--- src/rtl/perf_counter_bank_pkg.sv ---
// Shared definitions for the performance-counter bank.
// Latency: n/a (constants and helpers only).
// Backpressure: n/a.
package perf_counter_bank_pkg;

    // Counter overflow behaviour (SatMode parameter encodings).
    localparam int MODE_WRAP = 0;  // all-ones + 1 -> 0
    localparam int MODE_SAT  = 1;  // all-ones + 1 -> all-ones

    // Readout source select (rd_src encodings).
    localparam logic RD_SRC_LIVE   = 1'b0;
    localparam logic RD_SRC_SHADOW = 1'b1;

    // Channel-select width: clog2 of the channel count, never narrower than one bit.
    function automatic int sel_width(input int n);
        return (n > 1) ? $clog2(n) : 1;
    endfunction

endpackage

--- src/rtl/perf_counter_cell.sv ---
// One event counter with a snapshot shadow register and a sticky overflow flag.
// Latency: count, shadow and flag update on the rising clk edge after the strobe.
// Backpressure: none; every qualified strobe is counted, no stall path exists.
//
// Ports: clk, rst_n (async active-low); en (global enable); inc (event strobe);
//        clr (sync clear of count + flag); snap (copy count into shadow);
//        cnt (live count); shadow (snapshot); ovf (sticky overflow).
module perf_counter_cell
    import perf_counter_bank_pkg::*;
#(
    parameter int CntBit  = 32,
    parameter int SatMode = MODE_WRAP
) (
    input  logic              clk,
    input  logic              rst_n,
    input  logic              en,
    input  logic              inc,
    input  logic              clr,
    input  logic              snap,
    output logic [CntBit-1:0] cnt,
    output logic [CntBit-1:0] shadow,
    output logic              ovf
);

    logic bump;
    logic at_max;

    assign bump   = en && inc && !clr;
    assign at_max = &cnt;

    always_ff @(posedge clk or negedge rst_n) begin
        if (!rst_n) begin
            cnt    <= '0;
            shadow <= '0;
            ovf    <= 1'b0;
        end else begin
            // The shadow takes the pre-update value, so a snap coinciding with
            // an increment or a clear still captures the old count.
            if (snap) begin
                shadow <= cnt;
            end

            if (clr) begin
                cnt <= '0;
                ovf <= 1'b0;
            end else if (bump) begin
                if (at_max) begin
                    ovf <= 1'b1;
                    cnt <= (SatMode == MODE_SAT) ? cnt : '0;
                end else begin
                    cnt <= cnt + CntBit'(1);
                end
            end
        end
    end

endmodule

--- src/rtl/perf_counter_bank.sv ---
// Bank of NumCh event counters with snapshot shadows and a registered readout port.
// Latency: rd_data reflects the selected source as of the previous clk edge (1 cycle).
// Backpressure: none; inputs are sampled every cycle, readout is always valid.
//
// Ports: clk, rst_n (async active-low); en (global count enable);
//        inc[NumCh] (per-channel event strobes); clr (sync clear of counts + ovf);
//        snap (copy all live counts to shadows); rd_src (0 live / 1 shadow);
//        sel (readout channel; out-of-range reads 0); rd_data (registered readout);
//        ovf[NumCh] (sticky overflow flags, straight from flops).
module perf_counter_bank
    import perf_counter_bank_pkg::*;
#(
    parameter int  NumCh   = 8,
    parameter int  CntBit  = 32,
    parameter int  SatMode = MODE_WRAP,
    localparam int SelW    = sel_width(NumCh)
) (
    input  logic              clk,
    input  logic              rst_n,
    input  logic              en,
    input  logic [NumCh-1:0]  inc,
    input  logic              clr,
    input  logic              snap,
    input  logic              rd_src,
    input  logic [SelW-1:0]   sel,
    output logic [CntBit-1:0] rd_data,
    output logic [NumCh-1:0]  ovf
);

    logic [CntBit-1:0] live   [NumCh];
    logic [CntBit-1:0] shadow [NumCh];
    logic [CntBit-1:0] rd_next;

    for (genvar i = 0; i < NumCh; i++) begin : g_cell
        perf_counter_cell #(
            .CntBit  (CntBit),
            .SatMode (SatMode)
        ) u_cell (
            .clk    (clk),
            .rst_n  (rst_n),
            .en     (en),
            .inc    (inc[i]),
            .clr    (clr),
            .snap   (snap),
            .cnt    (live[i]),
            .shadow (shadow[i]),
            .ovf    (ovf[i])
        );
    end

    // Compare-per-channel mux: a select value with no matching channel
    // (possible when NumCh is not a power of two) falls through to zero.
    always_comb begin
        rd_next = '0;
        for (int i = 0; i < NumCh; i++) begin
            if (sel == SelW'(i)) begin
                rd_next = (rd_src == RD_SRC_SHADOW) ? shadow[i] : live[i];
            end
        end
    end

    // clr deliberately leaves the readout register alone.
    always_ff @(posedge clk or negedge rst_n) begin
        if (!rst_n) begin
            rd_data <= '0;
        end else begin
            rd_data <= rd_next;
        end
    end

endmodule
--- config.mk ---
export PLATFORM = sky130hd
export DESIGN_NAME = perf_counter_bank
export DESIGN_NICKNAME = d
export VERILOG_FILES = /design/src/rtl/perf_counter_bank_pkg.sv /design/src/rtl/perf_counter_cell.sv /design/src/rtl/perf_counter_bank.sv
export SDC_FILE = /design/constraint.sdc
export NUM_CORES = 1
export LEC_CHECK = 0
export BUFFER_PORTS_ARGS = -buffer_cell sky130_fd_sc_hd__buf_2
export CORE_MARGIN = 10
export CORE_UTILIZATION = 55
export DETAILED_ROUTE_END_ITERATION = 16
export GPL_ROUTABILITY_DRIVEN = 0
export PLACE_DENSITY = 0.76
export SYNTH_ARGS = -nofsm -noshare
export SYNTH_HDL_FRONTEND = slang
export SYNTH_HIERARCHICAL = 1
export SYNTH_SLANG_ARGS = --single-unit
--- constraint.sdc ---
create_clock -name clk -period 2.35 [get_ports clk]
set_input_delay 0.1175 -clock clk [delete_from_list [all_inputs] [get_ports clk]]
set_output_delay 0.1175 -clock clk [all_outputs]
set_load 0.01 [all_outputs]
==> summary by stage <==
Power and ir drop
The total power density per cell area is ~640 nW/µm². The post-layout total power is roughly 21 mW. VDD sags by at most between 0.0006 and 0.0007 V. Summed over all cells, the static leakage comes to between 15 and 20 nW.

STA
On the final layout, the worst clock skew is approximately 0.040 ns. After layout, the worst path uses a little over nine tenths of the clock period. The post-layout minimum cycle time is about 2.3 ns. At the pin with the least slew margin, the transition time is between 0.8 and 0.9 ns.

The setup TNS is 0 ns. Setup repair after global routing left no endpoint under its margin. The final number of hold-violating endpoints is 0.

Setup violations remaining at the end of the flow were counted as 0. Headroom to the max-slew limit came out at about two fifths. The maximum frequency from static timing analysis is ~0.44 GHz. The number of max-slew violations in the final report is 0.

Worst setup path
The worst setup path is captured at a flop. The maximum fanout along the worst path is 7. The worst setup path startpoint is g_cell[2].u_cell/cnt[0]. The data required time at the worst endpoint is 2.87 ns. The slowest stage cell on the critical path is sky130_fd_sc_hd__dlygate4sd3_1.

STA puts the critical path data arrival time at 2.79 ns. Walking the worst path, the cells encountered are ha_1 -> nand3_1 -> nor2_1 -> nand4_2 -> nand4_1 -> dlygate4sd3_1 -> a21oi_1. On the worst path, the slowest cell contributes a delay of 0.55 ns. The worst register-to-register path has a depth of 7. The beginning of the worst register-to-register path is g_cell[2].u_cell/cnt[0]. The critical path is of the flop to flop type.

The reg2reg setup slack is between 0.08 and 0.09 ns. In this run the worst setup path terminates at g_cell[2].u_cell/cnt[1]. The endpoint of the lowest-slack register-to-register path is g_cell[2].u_cell/cnt[1].

STA classifies the critical path startpoint as a flop.

Global routing
After global routing, the most crowded layer is met2. Entering global routing, the biggest net connects 86 pins. Global routing used between 20% and 30% of the available tracks across all layers.

The number of antenna violations at the first check in global routing is 1. For met2 alone, demand over resource in global routing was 39.4%. The global routing met1 resource utilization is about a third.

The global-route track usage on met3 is 5.12%. The number of global-route vias before repair is 22100. The overflow left after global routing is 0. The first global-routing pass estimated about 130000 µm of wire.

Clocking
Clock tree synthesis inserted a total of 59 buffers. The TritonCTS clock tree is done. Clock-pin slew was measured on the worst setup and hold paths at 0.07 ns.

The number of buffers on the longest clock path is 3. The H-tree generated during clock tree synthesis spans 2 levels. Clock tree synthesis found a total of 552 sinks. The source-to-sink clock delay at the later pin of the worst-skew pair is roughly 0.65 ns. The master cell of the clock root buffer is sky130_fd_sc_hd__clkbuf_16.

Synthesis
Ranked by total cell area, the synthesized netlist is headed by sky130_fd_sc_hd__dfrtp_1, sky130_fd_sc_hd__mux2_2, sky130_fd_sc_hd__mux2i_1. In the synthesized netlist, the number of instances is between 2000 and 3000. The most frequent cell after synthesis is sky130_fd_sc_hd__dfrtp_1. In this run, synthesis inferred 0 flip-flops with an integrated enable. The count of state elements after synthesis is about 550.

Synthesis produced a netlist with a net count of between 2000 and 3000. Among all flip-flop cells after synthesis, the most frequent one is sky130_fd_sc_hd__dfrtp_1. Summed over its instances, the top area cell type makes up 47.5% of the synthesized netlist area. Yosys printed 6 warnings.

After synthesis, the most frequently instantiated cells are sky130_fd_sc_hd__dfrtp_1, sky130_fd_sc_hd__nor2_1, sky130_fd_sc_hd__mux2_2, sky130_fd_sc_hd__mux2i_1, sky130_fd_sc_hd__xor2_1. The sequential cell area fraction in the yosys report is between 40% and 50%. The number of different library cells used by synthesis comes to 50. The cell taking the most area after synthesis is sky130_fd_sc_hd__dfrtp_1.

After synthesis, the share of flip-flops with an asynchronous set or reset is between 90% and 100%. The cell area after synthesis is slightly below 30000 µm². After synthesis, the mean cell area works out to roughly 11 µm².

Floorplan
The initial cell density of the core is between 50% and 60%. The die covers 62500 µm². In this run the horizontal extent of the chip is 250 µm. Row generation in the floorplan step produced between 80 and 90 rows. The core region is 52400 µm². The die is 250 µm tall. In this run the count of I/O pins placed on the die edge is between 50 and 60.

Run status
The run finished with clean final reports.

Placement
In this run the tool buffered the top-level ports with 56 buffer cells. Summing all placed instances gives a cell area of 30700 µm². Once detailed placement completed, the half-perimeter wirelength came to between 50000 and 60000 µm. The placed cell count is between 3000 and 4000.

Routing
The count of vias placed by the detailed router is ~22000. In the routed design, unresolved DRC markers number 0. The violation count after the first detailed-route iteration is between 2000 and 2500. In the final routed layout, each cell accounts on average for roughly 23 µm. The total routed wirelength is ~80000 µm. The detail route stage leaves a number of antenna-violating nets equal to 0. The pre-antenna-repair detailed-routing pass consisted of 6 iterations.

The via density per instance is roughly 6.3.

Finish
Measured on the finished design, the core utilization comes to ~63%. Compared with the post-synthesis result, the final layout area differs by 13.5%. The count of inserted antenna diode cells is 0. The share of cells above drive strength 1 is a little under a quarter. The final standard cell count with taps included and fillers excluded is between 3000 and 4000. The final net count is 2788. The finished layout cell area is 33000 µm².

Run
The max-cap check violation count is 0.

Hold path
The worst hold path belongs to the class primary input to async pin.
worst max-delay path, delay by kind of cell (launching register included):
kind	cells	cell delay [ns]
simple gates	4	0.74
compound gates	1	0.07
buf+inv	1	0.55
fa+ha+maj	1	0.25
flops	1	0.51
worst min path at each step:
stage | from | endpoint | cells past startpoint
floorplan | rst_n | g_cell[0].u_cell/cnt[0] | 0
global route | rst_n | g_cell[1].u_cell/cnt[26] | 2
global placement | rst_n | g_cell[1].u_cell/shadow[24] | 1
CTS | rst_n | g_cell[1].u_cell/shadow[24] | 2
finish | rst_n | g_cell[1].u_cell/shadow[24] | 2
detailed placement | rst_n | g_cell[1].u_cell/cnt[25] | 1
per-layer routing:
metal  share of wire (%)  vias to the layer above
li1                    -                     9769
met1                  41                    11200
met2                  45                      929
met3                 8.3                      210
met4                 5.2                        4
met5                0.14                        -
cells in the final DEF (no fill, tap or decap), types with 60 or more instances in the layout:
master                      instances
sky130_fd_sc_hd__and3_1            63
sky130_fd_sc_hd__o21ai_0          133
sky130_fd_sc_hd__nand3_1           81
sky130_fd_sc_hd__mux2i_1          192
sky130_fd_sc_hd__nand2_1          106
sky130_fd_sc_hd__buf_4            117
sky130_fd_sc_hd__nor2b_1           64
sky130_fd_sc_hd__mux2_2           256
sky130_fd_sc_hd__a211oi_1          64
sky130_fd_sc_hd__nor2_1           291
sky130_fd_sc_hd__dfrtp_1          548
sky130_fd_sc_hd__xor2_1           182
sky130_fd_sc_hd__nand4_1          112
sky130_fd_sc_hd__clkbuf_16         60
flip-flops by register name, indices dropped and copies added (netlist names):
signal                count
g_cell.u_cell/cnt       256
rd_data                  32
g_cell.u_cell/shadow    256
g_cell.u_cell/ovf         8
final cells by class:
| class | instances | area, µm² |
|---|---|---|
| clock buffer | 84 | 1760 |
| clock inverter | 28 | 369 |
| fill | 3912 | 19400 |
| inverter | 9 | 33.8 |
| multi-input combinational | 1924 | 14300 |
| sequential | 552 | 13800 |
| tap | 688 | 861 |
| timing repair buffer | 217 | 1900 |
through the flow:
stage	setup slack, ns	hold slack [ns]
after global placement	-0.175	0.154
after detailed placement	-0.173	0.147
after CTS	0.0972	0.0865
final	0.0881	0.0778
after global routing	0.0180	0.126
after floorplan	0.626	-0.178
cell families after synthesis:
| logic type | Yosys count | share of synthesized area [%] |
|---|---|---|
| fa+ha+maj | 8 | 0.344 |
| simple gates | 890 | 17.6 |
| mux | 448 | 16.5 |
| compound gates | 348 | 7.75 |
| buf+inv | 173 | 3.43 |
| xor+xnor | 230 | 6.92 |
| flops | 552 | 47.5 |
power by group:
| part | leakage [nW] | switching [mW] | internal, mW | total, mW |
|---|---|---|---|---|
| Clock | 1.06 | 4.05 | 6.01 | 10.1 |
| Sequential | 7.66 | 0.0765 | 9.58 | 9.66 |
| Combinational | 6.87 | 0.991 | 0.517 | 1.51 |
| Total | 15.6 | 5.12 | 16.1 | 21.2 |
timing repair:
item | 4_1_cts | 5_1_grt
gates resized for setup | 0 | 8
setup endpoints to repair | 0 | 5
setup buffers | 0 | 3
endpoints found under the hold margin | 352 | 0
hold buffers | 17 | 0
No activity file was read; power rests on OpenSTA's default activity.
